## src/rtl/l2_miss_ctrl_pkg.sv

```systemverilog
// Shared L2 cache types: index/tag/line/way widths and the miss sequencer states.
package lc3b_types;

   typedef logic [3:0]   lc3b_c_l2_index;
   typedef logic [7:0]   lc3b_l2_tag;
   typedef logic [127:0] lc3b_l2_line;
   typedef logic [1:0]   lc3b_l2_way;

   typedef enum logic [2:0] {
      MS_IDLE,
      MS_CHECK,
      MS_WB,
      MS_FETCH,
      MS_FILL,
      MS_DONE
   } l2_miss_state_t;

endpackage

```

## src/rtl/l2_miss_ctrl_sat_counter.sv

```systemverilog
// Saturating event counter: counts inc strobes and sticks at all-ones.
module sat_counter #(
   parameter int CNT_W = 16
) (
   input  logic             clk,
   input  logic             rst_n,
   input  logic             inc,
   output logic [CNT_W-1:0] count
);

   // Increment on strobe unless already at all-ones.
   always_ff @(posedge clk or negedge rst_n) begin
      if (!rst_n)
         count <= '0;
      else if (inc && (count != '1))
         count <= count + 1'b1;
   end

endmodule

```

## src/rtl/l2_miss_ctrl.sv

```systemverilog
// L2 miss/replacement sequencer: optional dirty-victim writeback, line fetch,
// fill into the victim way and pseudo-LRU update, plus miss/writeback counters.
module l2_miss_ctrl
   import lc3b_types::*;
#(
   parameter int LINE_W = 128,
   parameter int ADDR_W = 16,
   parameter int TAG_W  = 8,
   parameter int CNT_W  = 16
) (
   input  logic              clk,
   input  logic              rst_n,
   input  logic              miss_req,
   input  logic [ADDR_W-1:0] miss_addr,
   input  logic [1:0]        plru_way,
   input  logic [3:0]        way_valid,
   input  logic [3:0]        way_dirty,
   input  logic [TAG_W-1:0]  victim_tag,
   input  logic [LINE_W-1:0] victim_data,
   output logic [1:0]        victim_way,
   output logic              pmem_read,
   output logic              pmem_write,
   output logic [ADDR_W-1:0] pmem_address,
   output logic [LINE_W-1:0] pmem_wdata,
   input  logic [LINE_W-1:0] pmem_rdata,
   input  logic              pmem_resp,
   output logic              fill_we,
   output logic [3:0]        fill_index,
   output logic [TAG_W-1:0]  fill_tag,
   output logic [LINE_W-1:0] fill_data,
   output logic              plru_write,
   output logic [1:0]        plru_in,
   output logic              miss_done,
   output logic              busy,
   output logic [CNT_W-1:0]  miss_count,
   output logic [CNT_W-1:0]  wb_count
);

   l2_miss_state_t    state, state_nxt;
   logic [ADDR_W-1:0] addr_q;
   logic [LINE_W-1:0] line_q;
   lc3b_c_l2_index    idx;
   logic [TAG_W-1:0]  tag;
   logic              wb_inc;
   logic              miss_inc;

   assign idx = addr_q[7:4];
   assign tag = addr_q[ADDR_W-1:8];

   // State register.
   always_ff @(posedge clk or negedge rst_n) begin
      if (!rst_n)
         state <= MS_IDLE;
      else
         state <= state_nxt;
   end

   // Capture request address and victim way in IDLE; capture fetched line on response.
   always_ff @(posedge clk or negedge rst_n) begin
      if (!rst_n) begin
         addr_q     <= '0;
         victim_way <= '0;
         line_q     <= '0;
      end else begin
         if ((state == MS_IDLE) && miss_req) begin
            addr_q     <= miss_addr;
            victim_way <= plru_way;
         end
         if ((state == MS_FETCH) && pmem_resp)
            line_q <= pmem_rdata;
      end
   end

   // Next-state and per-state outputs; everything idles at zero.
   always_comb begin
      state_nxt    = state;
      pmem_read    = 1'b0;
      pmem_write   = 1'b0;
      pmem_address = '0;
      pmem_wdata   = '0;
      fill_we      = 1'b0;
      fill_index   = '0;
      fill_tag     = '0;
      fill_data    = '0;
      plru_write   = 1'b0;
      plru_in      = '0;
      miss_done    = 1'b0;
      wb_inc       = 1'b0;
      miss_inc     = 1'b0;
      busy         = (state != MS_IDLE);
      unique case (state)
         MS_IDLE: begin
            if (miss_req)
               state_nxt = MS_CHECK;
         end
         MS_CHECK: begin
            // An invalid way never needs writing back, whatever its dirty bit says.
            if (way_valid[victim_way] && way_dirty[victim_way])
               state_nxt = MS_WB;
            else
               state_nxt = MS_FETCH;
         end
         MS_WB: begin
            pmem_write   = 1'b1;
            pmem_address = {victim_tag, idx, 4'b0000};
            pmem_wdata   = victim_data;
            if (pmem_resp) begin
               wb_inc    = 1'b1;
               state_nxt = MS_FETCH;
            end
         end
         MS_FETCH: begin
            pmem_read    = 1'b1;
            pmem_address = {tag, idx, 4'b0000};
            if (pmem_resp)
               state_nxt = MS_FILL;
         end
         MS_FILL: begin
            fill_we    = 1'b1;
            fill_index = idx;
            fill_tag   = tag;
            fill_data  = line_q;
            plru_write = 1'b1;
            plru_in    = victim_way;
            state_nxt  = MS_DONE;
         end
         MS_DONE: begin
            miss_done = 1'b1;
            miss_inc  = 1'b1;
            state_nxt = MS_IDLE;
         end
         default: state_nxt = MS_IDLE;
      endcase
   end

   sat_counter #(.CNT_W(CNT_W)) u_miss_cnt (
      .clk   (clk),
      .rst_n (rst_n),
      .inc   (miss_inc),
      .count (miss_count)
   );

   sat_counter #(.CNT_W(CNT_W)) u_wb_cnt (
      .clk   (clk),
      .rst_n (rst_n),
      .inc   (wb_inc),
      .count (wb_count)
   );

endmodule

```

## config.mk

```make
export PLATFORM = sky130hd
export DESIGN_NAME = l2_miss_ctrl
export DESIGN_NICKNAME = d
export VERILOG_FILES = /design/src/rtl/l2_miss_ctrl_pkg.sv /design/src/rtl/l2_miss_ctrl_sat_counter.sv /design/src/rtl/l2_miss_ctrl.sv
export SDC_FILE = /design/constraint.sdc
export NUM_CORES = 1
export LEC_CHECK = 0
export CAP_MARGIN = 20
export CORE_AREA = 2 2 241 243
export CTS_CLUSTER_DIAMETER = 30
export DETAILED_ROUTE_END_ITERATION = 7
export DIE_AREA = 0 0 243 245
export HOLD_SLACK_MARGIN = 0.12
export PLACE_DENSITY = 0.54
export REMOVE_ABC_BUFFERS = 1
export SYNTH_ARGS = -nofsm -noshare
export SYNTH_HDL_FRONTEND = slang
export SYNTH_SLANG_ARGS = --single-unit
```

## constraint.sdc

```tcl
create_clock -name clk -period 4.2 [get_ports clk]
set_clock_uncertainty 0.15 [all_clocks]
set_input_delay 0.63 -clock clk [delete_from_list [all_inputs] [get_ports clk]]
set_output_delay 0.63 -clock clk [all_outputs]
set_load 0.05 [all_outputs]
```

---- Word-level counts from Yosys, hierarchy flattened ----
Index checks and enable logic that the tools add are counted.
cells by class
  reduce and logical (&&, ||, !) cells .... 8
  eq/ne operators ......................... 10
  muxes and demuxes ....................... 21
  order comparisons ....................... 1
  add/sub/neg operators ................... 2
operators with widths
  cell                                                number
  2-to-1 mux 128 bit                                  2
  adder 16 x 1 -> 16 bit, second input constant       2
  != test 16 bit, second input constant               2
  one-hot mux 16 bit (2 select lines)                 1
  one-hot mux 3 bit (5 select lines)                  1
  2-to-1 mux 1 bit                                    9
  2-to-1 mux 3 bit                                    3
  2-to-1 mux 8 bit                                    1
  == test 3 x 2 -> 1 bit, second input constant       2
  == test 3 bit, second input constant                2
  != test 2 bit, second input constant                3
  logical AND 1 bit                                   5
  binary-select mux 1 bit (select 2 bit)              2
  2-to-1 mux 4 bit                                    1
  == test 3 x 1 -> 1 bit, second input constant       1
  zero test 3 bit                                     1
  < comparator 2 x 3 -> 1 bit, second input constant  1
  AND reduction 3 bit                                 1
  nonzero test 3 bit                                  1
  2-to-1 mux 2 bit                                    1
word-level totals
  output and inout port bits .............. 326
  flip-flop bits (word level) ............. 181

---- Depth between registers and ports, before layout ----
Gate-level depths: netlist of run 1.
  depth in word-level cells ............... 5
  depth in mapped cells ................... 6

---- By module ----
A second synthesis of run 1 with hierarchy kept.
second synthesis, totals
  cell total of the unflattened synthesis .. 825
  area, all modules ....................... 9,382.7 um^2
modules (own cells, without submodules)
  module        seq. area each (um^2)  instances  cells each  area an instance (um^2)
  l2_miss_ctrl  3,628.5                1          671         7,613.6
  sat_counter   400.4                  2          77          884.6

---- Worst setup path before layout of run 1 ----
OpenSTA, ideal clock, no wires.
  kind .................................... reg-to-output
  from .................................... register state[0]
  to ...................................... output pmem_wdata[118]
  data arrival time ....................... 1.859 ns
  path slack .............................. 1.561 ns
  stages on the path, launching flop included .. 5
  data required time ...................... 3.420 ns
  cells stage by stage .................... dfrtp_1 buf_4 nor3b_4 clkbuf_1 and2_1
on the way
  cells in the longest elaborated chain, start to end .. 2
RTL lines
  what                    line                source
  from (decl)             l2_miss_ctrl.sv:39  l2_miss_state_t state, state_nxt;
  from (signal assigned)  l2_miss_ctrl.sv:55  state <= state_nxt;
  == test 3 x 2 -> 1 bit  l2_miss_ctrl.sv:91  unique case (state)
  2-to-1 mux 128 bit      l2_miss_ctrl.sv:91
  to (decl)               l2_miss_ctrl.sv:24  output logic [LINE_W-1:0] pmem_wdata,
Every way passes these cells.

---- Final worst setup path of run 1 ----
  from .................................... register state[1]
  to ...................................... output fill_data[32]
on the way
  cells in the longest elaborated chain, start to end .. 2
RTL lines
  what                line                source
  == test 3 bit       l2_miss_ctrl.sv:91
  2-to-1 mux 128 bit  l2_miss_ctrl.sv:91
  to (decl)           l2_miss_ctrl.sv:30  output logic [LINE_W-1:0] fill_data,
Every way passes these cells.

==> results of run 1 <==
==> cell type report <==
class                      instances  area (um2)
fill                            5998       40600
sequential                       177        4430
clock inverter                    13         153
inverter                           4        15.0
tap                              765         957
multi-input combinational        562        4360
clock buffer                      18         429
timing repair buffer             623        6070
antenna                            3        7.51
==> per-layer routing <==
metal / global-route usage, % / share of wire, % / up-vias
met5: 0 / 0 / -
met4: 7.11 / 3.8 / 0
met3: 4.46 / 7.4 / 55
met2: 24.1 / 50 / 364
met1: 15.5 / 39 / 4234
li1: - / - / 3937
==> worst reg2reg max path, cell delays in order (launching register included) <==
cell     delay, ns
dfrtp_1       0.53
inv_1         0.13
nor2_2        0.42
nand3_4       0.48
buf_12        0.39
mux2_1        0.49
==> metrics by stage <==
stage          utilization, %  hold slack (ns)  cells  worst slack [ns]
2_1_floorplan               -            0.184    743             -1.96
3_3_place_gp             27.8            0.316   2130             0.988
3_5_place_dp             27.8            0.325   2130             0.999
4_1_cts                  28.8            0.342   2162             0.498
5_1_grt                  28.8            0.346   2163             0.415
6_report                 28.8            0.338   2165             0.594
==> synth_stat cells (2+ instances only) <==
cell type    n
nor2_1      17
and2_1     134
ha_1         2
buf_1        2
xor2_1      26
dfrtp_1    177
buf_2       15
xnor2_1      4
nor3b_1      2
nor3_1      11
nor4_2       2
nand2b_1     2
and3_1     145
inv_1        4
nand4_1      8
o21ai_0      4
nor2_2       2
and4_1       3
nand3_1     13
nor4_1       7
nand2_1     10
buf_4        8
mux2i_1      8
clkbuf_1    45
mux2_1      10
mux2_2     134
nor4b_1      3
==> worst paths after layout <==
check / start / end / cells past startpoint
worst min-delay path: line_q[122]$_DFFE_PN0P_ / line_q[122]$_DFFE_PN0P_ / 1
min in group asynchronous: rst_n / line_q[37]$_DFFE_PN0P_ / 2
max in group asynchronous: rst_n / line_q[53]$_DFFE_PN0P_ / 3
worst min register to register: line_q[122]$_DFFE_PN0P_ / line_q[122]$_DFFE_PN0P_ / 1
worst max register to register: state[1]$_DFFE_PN0P_ / line_q[124]$_DFFE_PN0P_ / 5
worst max-delay path: state[1]$_DFFE_PN0P_ / fill_data[32] / 4
==> flip-flops by register name (all words and copies together) (netlist names) <==
name              cells
state                 3
line_q              128
victim_way            2
addr_q               12
u_wb_cnt.count       16
u_miss_cnt.count     16
==> cells by family (layout without fill, tap and decap cells) <==
kind of cell	count (synthesis)	after routing	share of synthesized area, %
AOI/OAI and AO/OA	6	6	0.385
xor gates and xnor gates	30	30	2.89
adders and majority gates	2	2	0.275
muxes	153	153	19.0
buffers and inverters	75	658	3.71
DFF	177	177	48.7
and+or+nand+nor	367	367	25.0
other	1	7	0.0412
==> power by group through the flow <==
stage | clock (mW) | combinational (mW) | sequential [mW]
4_1_cts | 1.74 | 6.65 | 2.93
3_5_place_dp | 0 | 6.63 | 2.96
2_1_floorplan | 0 | 4.14 | 2.99
5_1_grt | 1.80 | 6.90 | 3.02
6_report | 1.66 | 6.56 | 2.92
3_3_place_gp | 0 | 6.59 | 2.92
==> what timing repair did <==
action	4_1_cts	5_1_grt
hold endpoints to repair	73	0
resized for setup	0	0
hold buffers	1	0
setup endpoints to repair	0	0
setup buffers	0	0
==> out/qor.yml, run 1 <==
power_switching_share_pct: 48.4
grt_pass1_wl_um: 61400
irDropWorstVdd_mv: 0.553
clkLatencyLatePin_ns: 0.47
synth_top_cell_by_area: "dfrtp_1"
synth.cell_area_um2: 9100
tightest_slew_ns: 1.02
crit_type: "flop to output pin"
layout_commonest_cell: "clkdlybuf4s50_1"
fin_crit_sh_pct: 85.9
pwr-share-seq_pct: 26.2
viasPerCell: 3.97
core-area_um2: 57000
io_buffer_count: 611
start_util_pct: 15.9
root_buffer: "clkbuf_16"
cts_made_buffers: 17
cts.sinks: 177
cpPeakStageDelay_ns: 0.84
vias: 8590
crit_path_cell_trace: "nor2_4 -> buf_12 -> and3_1 -> clkdlybuf4s50_1"
required_ns: 3.42
cts_buffer_depth: 2
grt_pass1_vias: 8842
final_layout_size_suffix_gt1_share_pct: 19.8
fin_setup_tns_ns: 0
stdcell_area_um2: 16400
async_reset_ff_share_pct: 100
cap_violations: 0
syn_inst: 811
yosysSeqAreaShare_pct: 48.7
wirelength_um: 42300
p_clk_share_pct: 14.9
drtAntennaViolNets: 0
fmax_ghz: 0.277
avgSynthCellArea_um2: 11.2
r2r_setup_slack_ns: 1.50
critPathBufInv: 2
drt_iter0_markers: 275
power.share.combinational_pct: 58.9
rsz0062_at_grt: "no"
synth_edf_count: 0
routedWlPerCell_um: 19.5
hp-class: "flop to flop"
dpl.hpwl_um: 32600
die_w_um: 243
min_period_ns: 3.61
critical_path.top_delay_family: "buffers and inverters"
total_power_mw: 11.1
p_int_mw: 5.75
finalHoldViolations: 0
dr.pass1.iters: 4
cts_tree: "done"
synth-seq-cells: 177
synth_cell_type_count: 40
final_max_slew_viol_count: 0
powerDensity_nw_per_um2: 678
synth_top_area_share_pct: 48.7
crit_arrival_ns: 2.83
fin_nets: 1681
grtUsageTotal_pct: 14.0
layout_common_cells: "clkdlybuf4s50_1, dfrtp_1, and3_1"
critPathSlowestCell: "clkdlybuf4s50_1"
pin_count: 620
overflow: 0
antenna_found_initial: 7
dieArea_um2: 59500
synth_area_leaders: "dfrtp_1, mux2_2, and3_1"
cp_max_fo: 79
die_h_um: 245
status: "finished clean"
post-route-drc-count: 0
htree_levels: 4
startpoint_type: "flop"
p_leak_nw: 7.25
slew_headroom_pct: 31.8
synthFlopType: "dfrtp_1"
yosys_warnings: 0
row_count: 88
clk_pin_slew_worst_paths_ns: 0.07
place_congestion: 0.834
syn_to_final_growth_pct: 80.6
setup_viol: 0
p_switching_mw: 5.39
grt_max_degree: 133
cp-end-kind: "output pin"
place_area_um2: 15800
Note: power is estimated with default switching activity, not from simulation.
==> run 2: changes to the inputs <==
Settings changed: ABC_AREA set to 1, CORE_AREA 2 2 241 243 to 2 2 244 246, DIE_AREA 0 0 243 245 to 0 0 246 248.
==> out/qor.yml, run 2 <==
status: "finished clean"
io_buffer_count: 611
cts.sinks: 177
powerDensity_nw_per_um2: 659
irDropWorstVdd_mv: 0.402
start_util_pct: 16.4
rsz0062_at_grt: "no"
largest-register: "line_q"
required_ns: 3.42
synth_most_common_cell: "nor2_1"
clkLatencyLatePin_ns: 0.48
cp-end-kind: "output pin"
wirelength_um: 45600
overflow: 0
tightest_slew_ns: 0.895
antenna_found_initial: 9
htree_levels: 4
dr.pass1.iters: 4
slew_headroom_pct: 40.3
root_buffer: "clkbuf_16"
min_period_ns: 3.84
layout_common_cells: "clkdlybuf4s50_1, nor2_1, inv_1"
fin_util_pct: 29.1
cts.repair.resized: 0
crit_type: "flop to output pin"
synth.cell_area_um2: 9570
synth_top_cell_by_area: "dfrtp_1"
die_w_um: 246
avgSynthCellArea_um2: 6.94
place_congestion: 0.918
fin_crit_sh_pct: 91.5
cap_violations: 0
worst_slack_ns: 0.358
cpPeakStageDelay_ns: 0.84
holdWs_ns: 0.360
critPathSlowestCell: "clkdlybuf4s50_1"
fin_nets: 2254
finalHoldViolations: 0
grt_pass1_vias: 10323
crit_path_cell_trace: "nor2_1 -> inv_1 -> nor2_1 -> inv_4 -> buf_12 -> nor2_1 -> clkdlybuf4s50_1"
syn_to_final_growth_pct: 77.5
synth_top_area_share_pct: 46.3
post-route-drc-count: 0
vias: 10631
grt_pass1_wl_um: 65100
synth-seq-cells: 177
grtUsageTotal_pct: 14.6
pwr-share-seq_pct: 23.2
reg_top3: "line_q (128), u_miss_cnt.count (16), u_wb_cnt.count (16)"
synth_cell_type_count: 28
pre_cts_slack_ns: 0.905
drt_iter0_markers: 323
p_clk_share_pct: 15.2
p_leak_nw: 8.15
cp_max_fo: 143
power.share.combinational_pct: 61.6
startpoint_type: "flop"
crit_top_cell: "nor2_1"
clk_pin_slew_worst_paths_ns: 0.07
core-area_um2: 58500
syn_inst: 1379
cts_tree: "done"
final_max_slew_viol_count: 0
grt_max_degree: 144
fillers: 6428
synth_edf_count: 0
setup_viol: 0
cts_made_buffers: 17
viasPerCell: 3.87
drtAntennaViolNets: 0
row_count: 89
fin_setup_tns_ns: 0
synthTopCellsByCount: "nor2_1, inv_1, dfrtp_1, a21oi_1, nand2_1"
power_switching_share_pct: 52.9
layout_commonest_cell: "clkdlybuf4s50_1"
p_switching_mw: 5.92
die_h_um: 248
routedWlPerCell_um: 16.6
crit_arrival_ns: 3.06
yosysSeqAreaShare_pct: 46.3
hp-class: "flop to flop"
fmax_ghz: 0.260
synthFlopType: "dfrtp_1"
pin_count: 620
dieArea_um2: 61000
cts_buffer_depth: 2
yosys_warnings: 0
critical_path.top_delay_family: "buffers and inverters"
regArea_um2: 4430
largest_reg_flops: 128
critPathBufInv: 4
synth_area_leaders: "dfrtp_1, nor2_1, inv_1"
p_int_mw: 5.27
async_reset_ff_share_pct: 100
multi_input_area_um2: 3570
final_layout_size_suffix_gt1_share_pct: 3.50
dpl.hpwl_um: 37000
[run 2: cell count changes in the layout (fill, tap and decap cells not counted), sizes merged, moves of 10 or more]
cell           before  now
mux2              144    0
nand2              11  146
o21ai               4   27
xor2               26    8
nor2               19  455
nor4               10    0
buf                97   19
and3              145    0
a21oi               0  144
inv                 9  312
and2              134    0
nand3              13   28
clkdlybuf4s50     524  604
[run 2: worst paths after layout]
kind	from	slack [ns]	end	cells after the start
worst max-delay path	state[1]$_DFFE_PN0P_	0.36	fill_data[100]	7
worst min-delay path	line_q[121]$_DFFE_PN0P_	0.36	line_q[121]$_DFFE_PN0P_	2
worst max register to register	state[1]$_DFFE_PN0P_	1.60	line_q[36]$_DFFE_PN0P_	8
worst min register to register	line_q[121]$_DFFE_PN0P_	0.36	line_q[121]$_DFFE_PN0P_	2
max in group asynchronous	rst_n	2.48	u_miss_cnt.count[9]$_DFFE_PN0P_	3
min in group asynchronous	rst_n	0.53	line_q[76]$_DFFE_PN0P_	2
[run 2: worst reg2reg max path: cells and delay by family, from the launching register on]
family | cells | cell delay [ns]
DFF | 1 | 0.44
and+or+nand+nor | 4 | 0.96
AOI/OAI and AO/OA | 1 | 0.06
buffers and inverters | 3 | 0.85
[run 2: metal layers]
layer	global-route usage (%)	vias up	part of all wire (%)
li1	-	5182	-
met1	16.5	4924	40
met2	24.9	458	48
met3	5.10	59	9.0
met4	6.29	8	3.2
met5	0	-	0.12
[run 2: cells by family (layout without fill, tap and decap cells)]
family                   Yosys count  count (layout)  share of synthesized area, %
AND/OR/NAND/NOR                  642             642                          26.5
buffers and inverters            372             961                          16.7
flip-flops                       177             177                          46.3
AO/OA/AOI/OAI                    171             171                          8.98
XOR/XNOR                          14              14                          1.28
adder cells (fa/ha/maj)            2               2                         0.261
other                              1               5                        0.0392
[run 2: power by group through the flow]
stage / registers (mW) / logic, mW / clock network (mW)
final: 2.60 / 6.89 / 1.70
after floorplan: 2.74 / 4.19 / 0
after detailed placement: 2.63 / 6.95 / 0
after CTS: 2.60 / 6.97 / 1.79
after global routing: 2.67 / 7.34 / 1.84
after global placement: 2.62 / 6.90 / 0
[run 2: area by class of cell]
class	count	area share (%)
clock buffers	17	2.50
inverters	304	6.73
repair buffers	625	36.9
well taps	773	5.69
clock inverters	15	1.08
multi-input cells	833	21.0
diodes	1	0.0147
flip-flops and latches	177	26.1
[run 2: what timing repair did]
| action | in CTS | in global routing |
|---|---|---|
| endpoints found under the hold margin | 63 | 0 |
| hold buffers | 1 | 0 |
| setup endpoints to repair | 0 | 0 |
| setup buffers | 0 | 0 |
[run 2: through the flow]
step | power, mW | area [um2] | std cells
after floorplan | 6.93 | 9120 | 1314
after global placement | 9.53 | 16400 | 2711
after detailed placement | 9.58 | 16400 | 2711
after CTS | 11.4 | 17000 | 2744
after global routing | 11.9 | 17000 | 2745
final | 11.2 | 17000 | 2745
==> run 3: changes to the inputs <==
Settings changed: PLACE_DENSITY 0.54 to 0.52.
==> out/qor.yml, run 3 (synthesized netlist as in run 2, its figures left out) <==
worstSetupEndpoint: "fill_data[39]"
drt_iter0_markers: 352
pin_count: 620
wirelength_um: 44900
cts_made_buffers: 17
cts_buffer_depth: 2
total_power_mw: 11.1
place_congestion: 0.912
powerDensity_nw_per_um2: 656
r2r_setup_slack_ns: 1.75
syn_to_final_growth_pct: 77.2
final_layout_size_suffix_gt1_share_pct: 3.15
htree_levels: 4
pre_cts_slack_ns: 0.973
rr_endpoint: "line_q[121]$_DFFE_PN0P_"
slew_headroom_pct: 43.0
tightest_slew_ns: 0.855
layout_commonest_cell: "clkdlybuf4s50_1"
vias: 10625
startpoint_type: "flop"
dr.pass1.iters: 5
start_util_pct: 16.4
viasPerCell: 3.87
irDropWorstVdd_mv: 0.523
final_max_slew_viol_count: 0
rsz0062_at_grt: "no"
cap_violations: 0
cts.repair.resized: 0
crit_arrival_ns: 3.00
required_ns: 3.42
overflow: 0
row_count: 89
fin_crit_sh_pct: 90.0
instances_no_fill: 2744
critPathLaunch: "state[1]$_DFFE_PN0P_"
status: "finished clean"
routedWlPerCell_um: 16.4
dieArea_um2: 61000
post-route-drc-count: 0
fin_util_pct: 29.0
grt_max_degree: 143
clk_pin_slew_worst_paths_ns: 0.08
grtUsageTotal_pct: 14.3
worstRegToRegCells: 8
clkLatencyLatePin_ns: 0.48
cts_tree: "done"
crit_type: "flop to output pin"
die_h_um: 248
min_period_ns: 3.78
dpl.hpwl_um: 36600
die_w_um: 246
fin_nets: 2253
holdWs_ns: 0.363
worst_slack_ns: 0.419
antenna_found_initial: 7
fmax_ghz: 0.264
grt_pass1_vias: 10283
largest-register: "line_q"
core-area_um2: 58500
reg_top3: "line_q (128), u_miss_cnt.count (16), u_wb_cnt.count (16)"
hp-class: "flop to flop"
drtAntennaViolNets: 0
layout_common_cells: "clkdlybuf4s50_1, nor2_1, inv_1"
setup_viol: 0
cp-end-kind: "output pin"
root_buffer: "clkbuf_16"
cp_max_fo: 142
cts_post_setup_buffers_inserted: 0
finalHoldViolations: 0
fillers: 6384
grt_pass1_wl_um: 64200
io_buffer_count: 611
p_leak_nw: 8.13
r2r-start: "state[1]$_DFFE_PN0P_"
cts.sinks: 177
largest_reg_flops: 128
placedCellCount: 2709
run 3: metal layers:
layer	routed length (um)	vias to the layer above	track usage, %
met4	1390	0	5.99
li1	-	5179	-
met1	17200	4965	15.6
met2	22400	432	25.1
met3	3880	49	5.04
met5	0	-	0
run 3: worst max-delay path, cell delays in order (launching register included):
cell             delay [ns]
dfrtp_1                0.45
nor2_1                 0.21
inv_1                  0.08
nor2_1                 0.21
inv_4                  0.06
buf_12                 0.24
nor2_1                 0.26
clkdlybuf4s50_1        0.84
run 3: worst min-delay path by stage:
| stage | start | cells past startpoint | endpoint |
|---|---|---|---|
| CTS | line_q[19]$_DFFE_PN0P_ | 2 | line_q[19]$_DFFE_PN0P_ |
| global placement | line_q[103]$_DFFE_PN0P_ | 2 | line_q[103]$_DFFE_PN0P_ |
| global route | line_q[46]$_DFFE_PN0P_ | 2 | line_q[46]$_DFFE_PN0P_ |
| finish | line_q[35]$_DFFE_PN0P_ | 2 | line_q[35]$_DFFE_PN0P_ |
| floorplan | rst_n | 0 | addr_q[10]$_DFFE_PN0P_ |
| detailed placement | line_q[94]$_DFFE_PN0P_ | 2 | line_q[94]$_DFFE_PN0P_ |
run 3: per-stage QoR:
step / area (um2) / TNS, ns
6_report: 17000 / 0
5_1_grt: 17000 / 0
4_1_cts: 16900 / 0
3_5_place_dp: 16400 / 0
3_3_place_gp: 16400 / 0
2_1_floorplan: 9120 / -100.65
run 3: cell type report:
cell class	instances	area [um2]	area share (%)
antenna	1	2.50	0.0148
clock buffer	18	439	2.59
clock inverter	14	139	0.819
inverter	304	1140	6.74
multi-input combinational	833	3570	21.1
sequential	177	4430	26.1
tap	773	967	5.70
timing repair buffer	624	6260	36.9
run 3: repair_timing:
action / 4_1_cts / 5_1_grt
setup endpoints to repair: 0 / 0
hold buffers: 1 / 0
endpoints found under the hold margin: 82 / 0
run 3: where the power goes:
part	leakage, nW	switching, mW	internal, mW
combinational	5.86	4.83	2.05
sequential	1.98	0.252	2.36
clock	0.287	0.830	0.803
